## config.mk

```make
export PLATFORM = sky130hd
export DESIGN_NAME = rv32i_register_file
export DESIGN_NICKNAME = d
export VERILOG_FILES = /design/src/rtl/rv32i_pkg.sv /design/src/rtl/rv32i_regfile_array.sv /design/src/rtl/rv32i_register_file.sv
export SDC_FILE = /design/constraint.sdc
export NUM_CORES = 2
export LEC_CHECK = 0
export ABC_AREA = 1
export CAP_MARGIN = 10
export CORE_AREA = 2 2 363 365
export CTS_CLUSTER_SIZE = 40
export DETAILED_ROUTE_END_ITERATION = 7
export DIE_AREA = 0 0 365 367
export SYNTH_ARGS = -nofsm -noshare
export SYNTH_HDL_FRONTEND = slang
export SYNTH_SLANG_ARGS = --single-unit
```

## constraint.sdc

```tcl
create_clock -name i_clk -period 3.2 [get_ports i_clk]
set_clock_uncertainty 0.05 [all_clocks]
set_input_delay 0.96 -clock i_clk [delete_from_list [all_inputs] [get_ports i_clk]]
set_output_delay 0.96 -clock i_clk [all_outputs]
set_load 0.05 [all_outputs]
```

## src/rtl/rv32i_pkg.sv

```systemverilog
// Shared constants and FSM state type for the RV32I register file slice.
package rv32i_pkg;

  localparam int unsigned REG_ADDR_W = 5;
  localparam int unsigned NUM_REGS   = 32;

  typedef enum logic [1:0] {
    IDLE       = 2'd0,
    READ_WAIT  = 2'd1,
    READ_VALID = 2'd2
  } regfile_state_e;

endpackage

```

## src/rtl/rv32i_regfile_array.sv

```systemverilog
// Register storage x1..x31: one write port, one combinational read port,
// synchronous clear that beats a same-edge write, x0 hard-wired to zero.
module rv32i_regfile_array
  import rv32i_pkg::*;
#(
  parameter int unsigned WORD_SIZE = 32
) (
  input  logic                  i_clk,
  input  logic                  i_rst_n,
  input  logic                  i_clear,
  input  logic                  i_we,
  input  logic [REG_ADDR_W-1:0] i_waddr,
  input  logic [WORD_SIZE-1:0]  i_wdata,
  input  logic [REG_ADDR_W-1:0] i_raddr,
  output logic [WORD_SIZE-1:0]  o_rdata
);

  logic [WORD_SIZE-1:0] regs_q [1:NUM_REGS-1];
  logic [WORD_SIZE-1:0] regs_d [1:NUM_REGS-1];

  always_comb begin
    for (int unsigned i = 1; i < NUM_REGS; i++) begin
      regs_d[i] = regs_q[i];
      if (i_clear) begin
        regs_d[i] = '0;
      end else if (i_we && (i_waddr == REG_ADDR_W'(i))) begin
        regs_d[i] = i_wdata;
      end
    end
  end

  // No entry matches address 0, so x0 reads as zero and writes to it vanish.
  always_comb begin
    o_rdata = '0;
    for (int unsigned i = 1; i < NUM_REGS; i++) begin
      if (i_raddr == REG_ADDR_W'(i)) begin
        o_rdata = regs_q[i];
      end
    end
  end

  always_ff @(posedge i_clk or negedge i_rst_n) begin
    if (!i_rst_n) begin
      for (int unsigned i = 1; i < NUM_REGS; i++) begin
        regs_q[i] <= '0;
      end
    end else begin
      for (int unsigned i = 1; i < NUM_REGS; i++) begin
        regs_q[i] <= regs_d[i];
      end
    end
  end

endmodule

```

## src/rtl/rv32i_register_file.sv

```systemverilog
// RV32I register file with a fixed-latency read FSM (READ_LATENCY 1..4).
// Optional same-edge write forwarding: define REGFILE_WRITE_BYPASS_EN.
module rv32i_register_file
  import rv32i_pkg::*;
#(
  parameter int unsigned WORD_SIZE    = 32,
  parameter int unsigned READ_LATENCY = 1
) (
  input  logic                  i_clk,
  input  logic                  i_rst_n,
  input  logic                  i_register_rst,
  input  logic                  i_register_read_en,
  input  logic [REG_ADDR_W-1:0] i_register_addr,
  output logic                  o_register_read_valid,
  output logic [WORD_SIZE-1:0]  o_register_read_data,
  input  logic                  i_writeback_en,
  input  logic [REG_ADDR_W-1:0] i_writeback_addr,
  input  logic [WORD_SIZE-1:0]  i_writeback_data,
  output logic                  o_busy
);

  localparam int unsigned        CNT_W    = 2;
  localparam logic [CNT_W-1:0]   CNT_LOAD = CNT_W'(READ_LATENCY - 1);

  regfile_state_e         state_q, state_d;
  logic [CNT_W-1:0]       cnt_q, cnt_d;
  logic [REG_ADDR_W-1:0]  addr_q, addr_d;
  logic                   valid_q, valid_d;
  logic [WORD_SIZE-1:0]   data_q, data_d;
  logic [WORD_SIZE-1:0]   arr_rdata;
  logic [WORD_SIZE-1:0]   capture_data;

  rv32i_regfile_array #(
    .WORD_SIZE (WORD_SIZE)
  ) u_array (
    .i_clk   (i_clk),
    .i_rst_n (i_rst_n),
    .i_clear (i_register_rst),
    .i_we    (i_writeback_en),
    .i_waddr (i_writeback_addr),
    .i_wdata (i_writeback_data),
    .i_raddr (addr_q),
    .o_rdata (arr_rdata)
  );

`ifdef REGFILE_WRITE_BYPASS_EN
  always_comb begin
    capture_data = arr_rdata;
    if (i_writeback_en && (i_writeback_addr == addr_q) && (addr_q != '0)) begin
      capture_data = i_writeback_data;
    end
  end
`else
  always_comb begin
    capture_data = arr_rdata;
  end
`endif

  // Data is captured on the edge leaving READ_VALID, so busy spans READ_LATENCY
  // cycles and the valid pulse lands in the IDLE cycle that follows.
  always_comb begin
    state_d = state_q;
    cnt_d   = cnt_q;
    addr_d  = addr_q;
    valid_d = 1'b0;
    data_d  = data_q;
    if (i_register_rst) begin
      state_d = IDLE;
      cnt_d   = '0;
    end else begin
      case (state_q)
        IDLE: begin
          if (i_register_read_en) begin
            addr_d = i_register_addr;
            if (READ_LATENCY == 1) begin
              state_d = READ_VALID;
              cnt_d   = '0;
            end else begin
              state_d = READ_WAIT;
              cnt_d   = CNT_LOAD;
            end
          end
        end
        READ_WAIT: begin
          cnt_d = cnt_q - CNT_W'(1);
          if (cnt_q <= CNT_W'(1)) begin
            state_d = READ_VALID;
          end
        end
        READ_VALID: begin
          valid_d = 1'b1;
          data_d  = capture_data;
          state_d = IDLE;
        end
        default: begin
          state_d = IDLE;
          cnt_d   = '0;
        end
      endcase
    end
  end

  always_ff @(posedge i_clk or negedge i_rst_n) begin
    if (!i_rst_n) begin
      state_q <= IDLE;
      cnt_q   <= '0;
      addr_q  <= '0;
      valid_q <= 1'b0;
      data_q  <= '0;
    end else begin
      state_q <= state_d;
      cnt_q   <= cnt_d;
      addr_q  <= addr_d;
      valid_q <= valid_d;
      data_q  <= data_d;
    end
  end

  assign o_register_read_valid = valid_q;
  assign o_register_read_data  = data_q;
  assign o_busy                = (state_q != IDLE);

endmodule

```

==> flow_metrics.py <==
metrics = {
    "outcome": {
        "outcome": "complete, but fails checks",
        "failed_checks": "design-rule violations",
    },
    "power": {
        "power_w": 0.03238,
        "power_density_mw_per_mm2": 601.4,
        "leakage_nw": 24.45,
        "sw_frac_of_total": 0.2893,
        "vdd_drop_max_mv": 0.3971,
        "p_comb_frac": 0.157,
        "p_seq_frac": 0.455,
        "switching_power_w": 0.009368,
        "p_int_w": 0.02301,
        "power_frac_clock": 0.387,
    },
    "logic_synthesis": {
        "ys_types": 28,
        "async_flop_share": 1.000,
        "seq_area_frac_synth": 0.5713,
        "synth-edff-count": 0,
        "yosysWarnings": 0,
        "syn_nets": 5660,
        "synth.area.top_cells": "dfrtp_1 57%, nand2_1 16%, o21ai_0 12%, inv_1 3.7%, nor2_1 3.2%",
        "yosysMostFrequentCell": "nand2_1",
        "syn_avg_cell_area_sq_um": 8.045,
        "synth_common_cells": "1946 x nand2_1, 1068 x o21ai_0, 1031 x dfrtp_1, 451 x inv_1, 384 x nor2_1",
        "syn_area_sq_mm": 0.04516,
        "syn_inst": 5613,
        "ys.flop_type": "dfrtp_1",
        "synth_top_area_share": 0.5713,
        "synth-seq-cells": 1031,
        "synth_top_area_cell": "dfrtp_1",
    },
    "placed_design": {
        "dp_worst_setup_slack_ns": -0.01400,
        "numPortBuffers": 80,
        "placed_area_sq_mm": 0.04982,
        "place_congestion": 0.8847,
        "hpwl_microns": 93350,
        "place_inst": 7347,
    },
    "floorplan": {
        "die_area_sq_mm": 0.1340,
        "start_util": 0.3461,
        "fp-row-count": 133,
        "chipWidth_microns": 365,
        "ios": 81,
        "die_h_microns": 367,
        "coreArea_sq_mm": 0.1305,
    },
    "critical_path": {
        "setup.worst_path.end_class": "register",
        "cp.required_ns": 3.73,
        "arrival_ns": 3.72,
        "startpoint_type": "register",
        "crit_type": "register to register",
        "critPathMaxFanout": 8,
    },
    "hold_path": {
        "holdCritPathClass": "input port to asynchronous set/reset pin",
    },
    "timing": {
        "slew_violations": 0,
        "max_freq_mhz": 313.3,
        "fin_crit_sh": 0.9974,
        "hold_viol_final": 0,
        "rsz0062_at_grt": "true",
        "setup_viol": 0,
        "worstMarginPinSlew_ns": 0.8065,
        "relSlewSlack": 0.4607,
        "post-route-min-period_ns": 3.192,
        "setup_slack_ns": 0.008327,
    },
    "clocking": {
        "clkSinkCount": 1031,
        "clock_latency_ns": 0.70,
        "clockBufferDepth": 3,
        "cts-root-buf": "clkbuf_16",
        "cts_tree": "done",
        "clkTransAtPathRegs_ns": 0.06,
        "cts_made_buffers": 106,
        "htreeDepth": 3,
        "postCtsHoldBufs": 0,
    },
    "layout": {
        "diodes": 0,
        "nets": 5756,
        "area_delta_synth_final_pct": 19.25,
        "drive_above_1_share": 0.1060,
        "final_cells": 7555,
        "stdcell_area_sq_mm": 0.05385,
    },
    "global_routing": {
        "grt_max_degree": 81,
        "globalRouteTotalUtil": 0.2001,
        "grt_antenna_before_repair": 1,
        "grt.overflow.total": 0,
        "first_global_vias": 35400,
        "grt_pass1_wl_microns": 211500,
    },
    "route": {
        "drtAntennaViolNets": 0,
        "first_pass_iters": 8,
        "vias": 37270,
        "drc_errors": 8,
        "avgViaCountPerCell": 4.933,
        "wirelength_microns": 133600,
        "drt_iter0_drc": 3711,
        "wl_per_cell_microns": 17.68,
    },
    "job": {
        "maxCapViolations": 0,
    },
}
==> flip-flops by register name (all words and copies together), names as in the netlist <==
signal and cells:
o_register_read_data 32, state_q 1, addr_q 5, u_array.regs_q 992
o_register_read_valid 1
==> placed cells by master, fill, tap and decap left out, types with 3 or more instances in the layout <==
cell,instances
a21oi_1,45
a21oi_2,6
buf_12,85
buf_4,180
buf_6,5
bufinv_16,4
clkbuf_1,24
clkbuf_16,106
clkbuf_8,33
clkdlybuf4s50_1,79
clkinv_1,20
clkinv_2,23
dfrtp_1,1031
inv_1,444
inv_2,11
nand2_1,1926
nand2_2,24
nand3_1,32
nand3_2,7
nand3_4,3
nand4_1,212
nor2_1,292
nor2_2,94
nor2_4,3
nor3_1,7
nor3_2,9
o21ai_0,1067
or2_2,7
==> cell families (layout without fill, tap and decap cells) <==
logic type             count (synthesis)  after routing  share of synthesized area
AND/OR/NAND/NOR                     2616           2616                     0.2324
buffers and inverters                840           1027                    0.07118
flip-flops                          1031           1031                     0.5713
AO/OA/AOI/OAI                       1126           1126                     0.1250
==> what timing repair did <==
item | in CTS | in global routing
setup buffers | 2 | 7
cloned | 0 | 0
endpoints found under the setup margin | 4 | 32
pin swaps | 2 | 58
resized for setup | 3 | 128
==> worst max-delay path, stage by stage (launching register included) <==
cell     delay [ns]
dfrtp_1        0.42
buf_4          0.16
nand2_1        0.09
nor2_2         0.07
nand2_2        0.09
buf_12         0.15
buf_4          0.12
nor2_1         0.04
nor3_2         0.12
nand4_1        0.11
nor2_2         0.20
nand4_1        0.17
nand2_1        0.14
nand3_1        0.09
nand2_1        0.08
nand4_1        0.09
nor2_1         0.16
nand4_1        0.12
nor2_2         0.14
nand4_1        0.10
nand2_1        0.07
nand2_1        0.05
nand2_1        0.07
nand3_1        0.07
nand2_1        0.07
nand2_1        0.04
==> power groups by stage <==
stage	sequential [W]	combinational, W	clock (W)
2_1_floorplan	0.0153	0.00226	0
3_3_place_gp	0.0149	0.00487	0
3_5_place_dp	0.0150	0.00493	0
4_1_cts	0.0147	0.00496	0.0128
5_1_grt	0.0149	0.00566	0.0133
6_report	0.0147	0.00510	0.0125
==> routing by layer <==
| metal | vias to the layer above | part of all wire | GRT usage |
|---|---|---|---|
| met4 | 2 | 0.021 | 0.05279 |
| met5 | - | 0.000067 | 0 |
| met3 | 152 | 0.057 | 0.02772 |
| met1 | 18170 | 0.48 | 0.2971 |
| li1 | 17990 | - | - |
| met2 | 959 | 0.44 | 0.3051 |
==> area by class of cell <==
type                            count  area (sq um)
Clock inverter                     36         371.6
Tap cell                         1755          2196
Timing Repair Buffer              351          3930
Clock buffer                      163          3197
Inverter                          477          1797
Fill cell                       13180         76610
Sequential cell                  1031         25800
Multi-Input combinational cell   3742         16560
==> per-stage QoR <==
stage	TNS, ns	hold slack (ns)	utilization
after floorplan	0	0.3957	-
after global placement	-0.2913	0.4082	0.3818
after detailed placement	-0.05373	0.4148	0.3818
after CTS	0	0.2200	0.4094
after global routing	-4.104	0.2517	0.4128
final	0	0.2446	0.4128
==> worst paths after layout <==
kind	from	endpoint	slack (ns)	depth (start not counted)
setup / recovery	addr_q[1]$_DFFE_PN0P_	o_register_read_data[23]$_DFFE_PN0P_	0.008	25
hold reg to reg	o_register_read_data[5]$_DFFE_PN0P_	o_register_read_data[5]$_DFFE_PN0P_	0.43	2
max in group asynchronous	i_rst_n	u_array.regs_q[744]$_DFFE_PN0P_	1.91	2
setup reg to reg	addr_q[1]$_DFFE_PN0P_	o_register_read_data[23]$_DFFE_PN0P_	0.008	25
min in group i_clk	o_register_read_data[5]$_DFFE_PN0P_	o_register_read_data[5]$_DFFE_PN0P_	0.43	2
hold / removal	i_rst_n	u_array.regs_q[926]$_DFFE_PN0P_	0.24	1
Note: power is estimated with default switching activity, not from simulation.
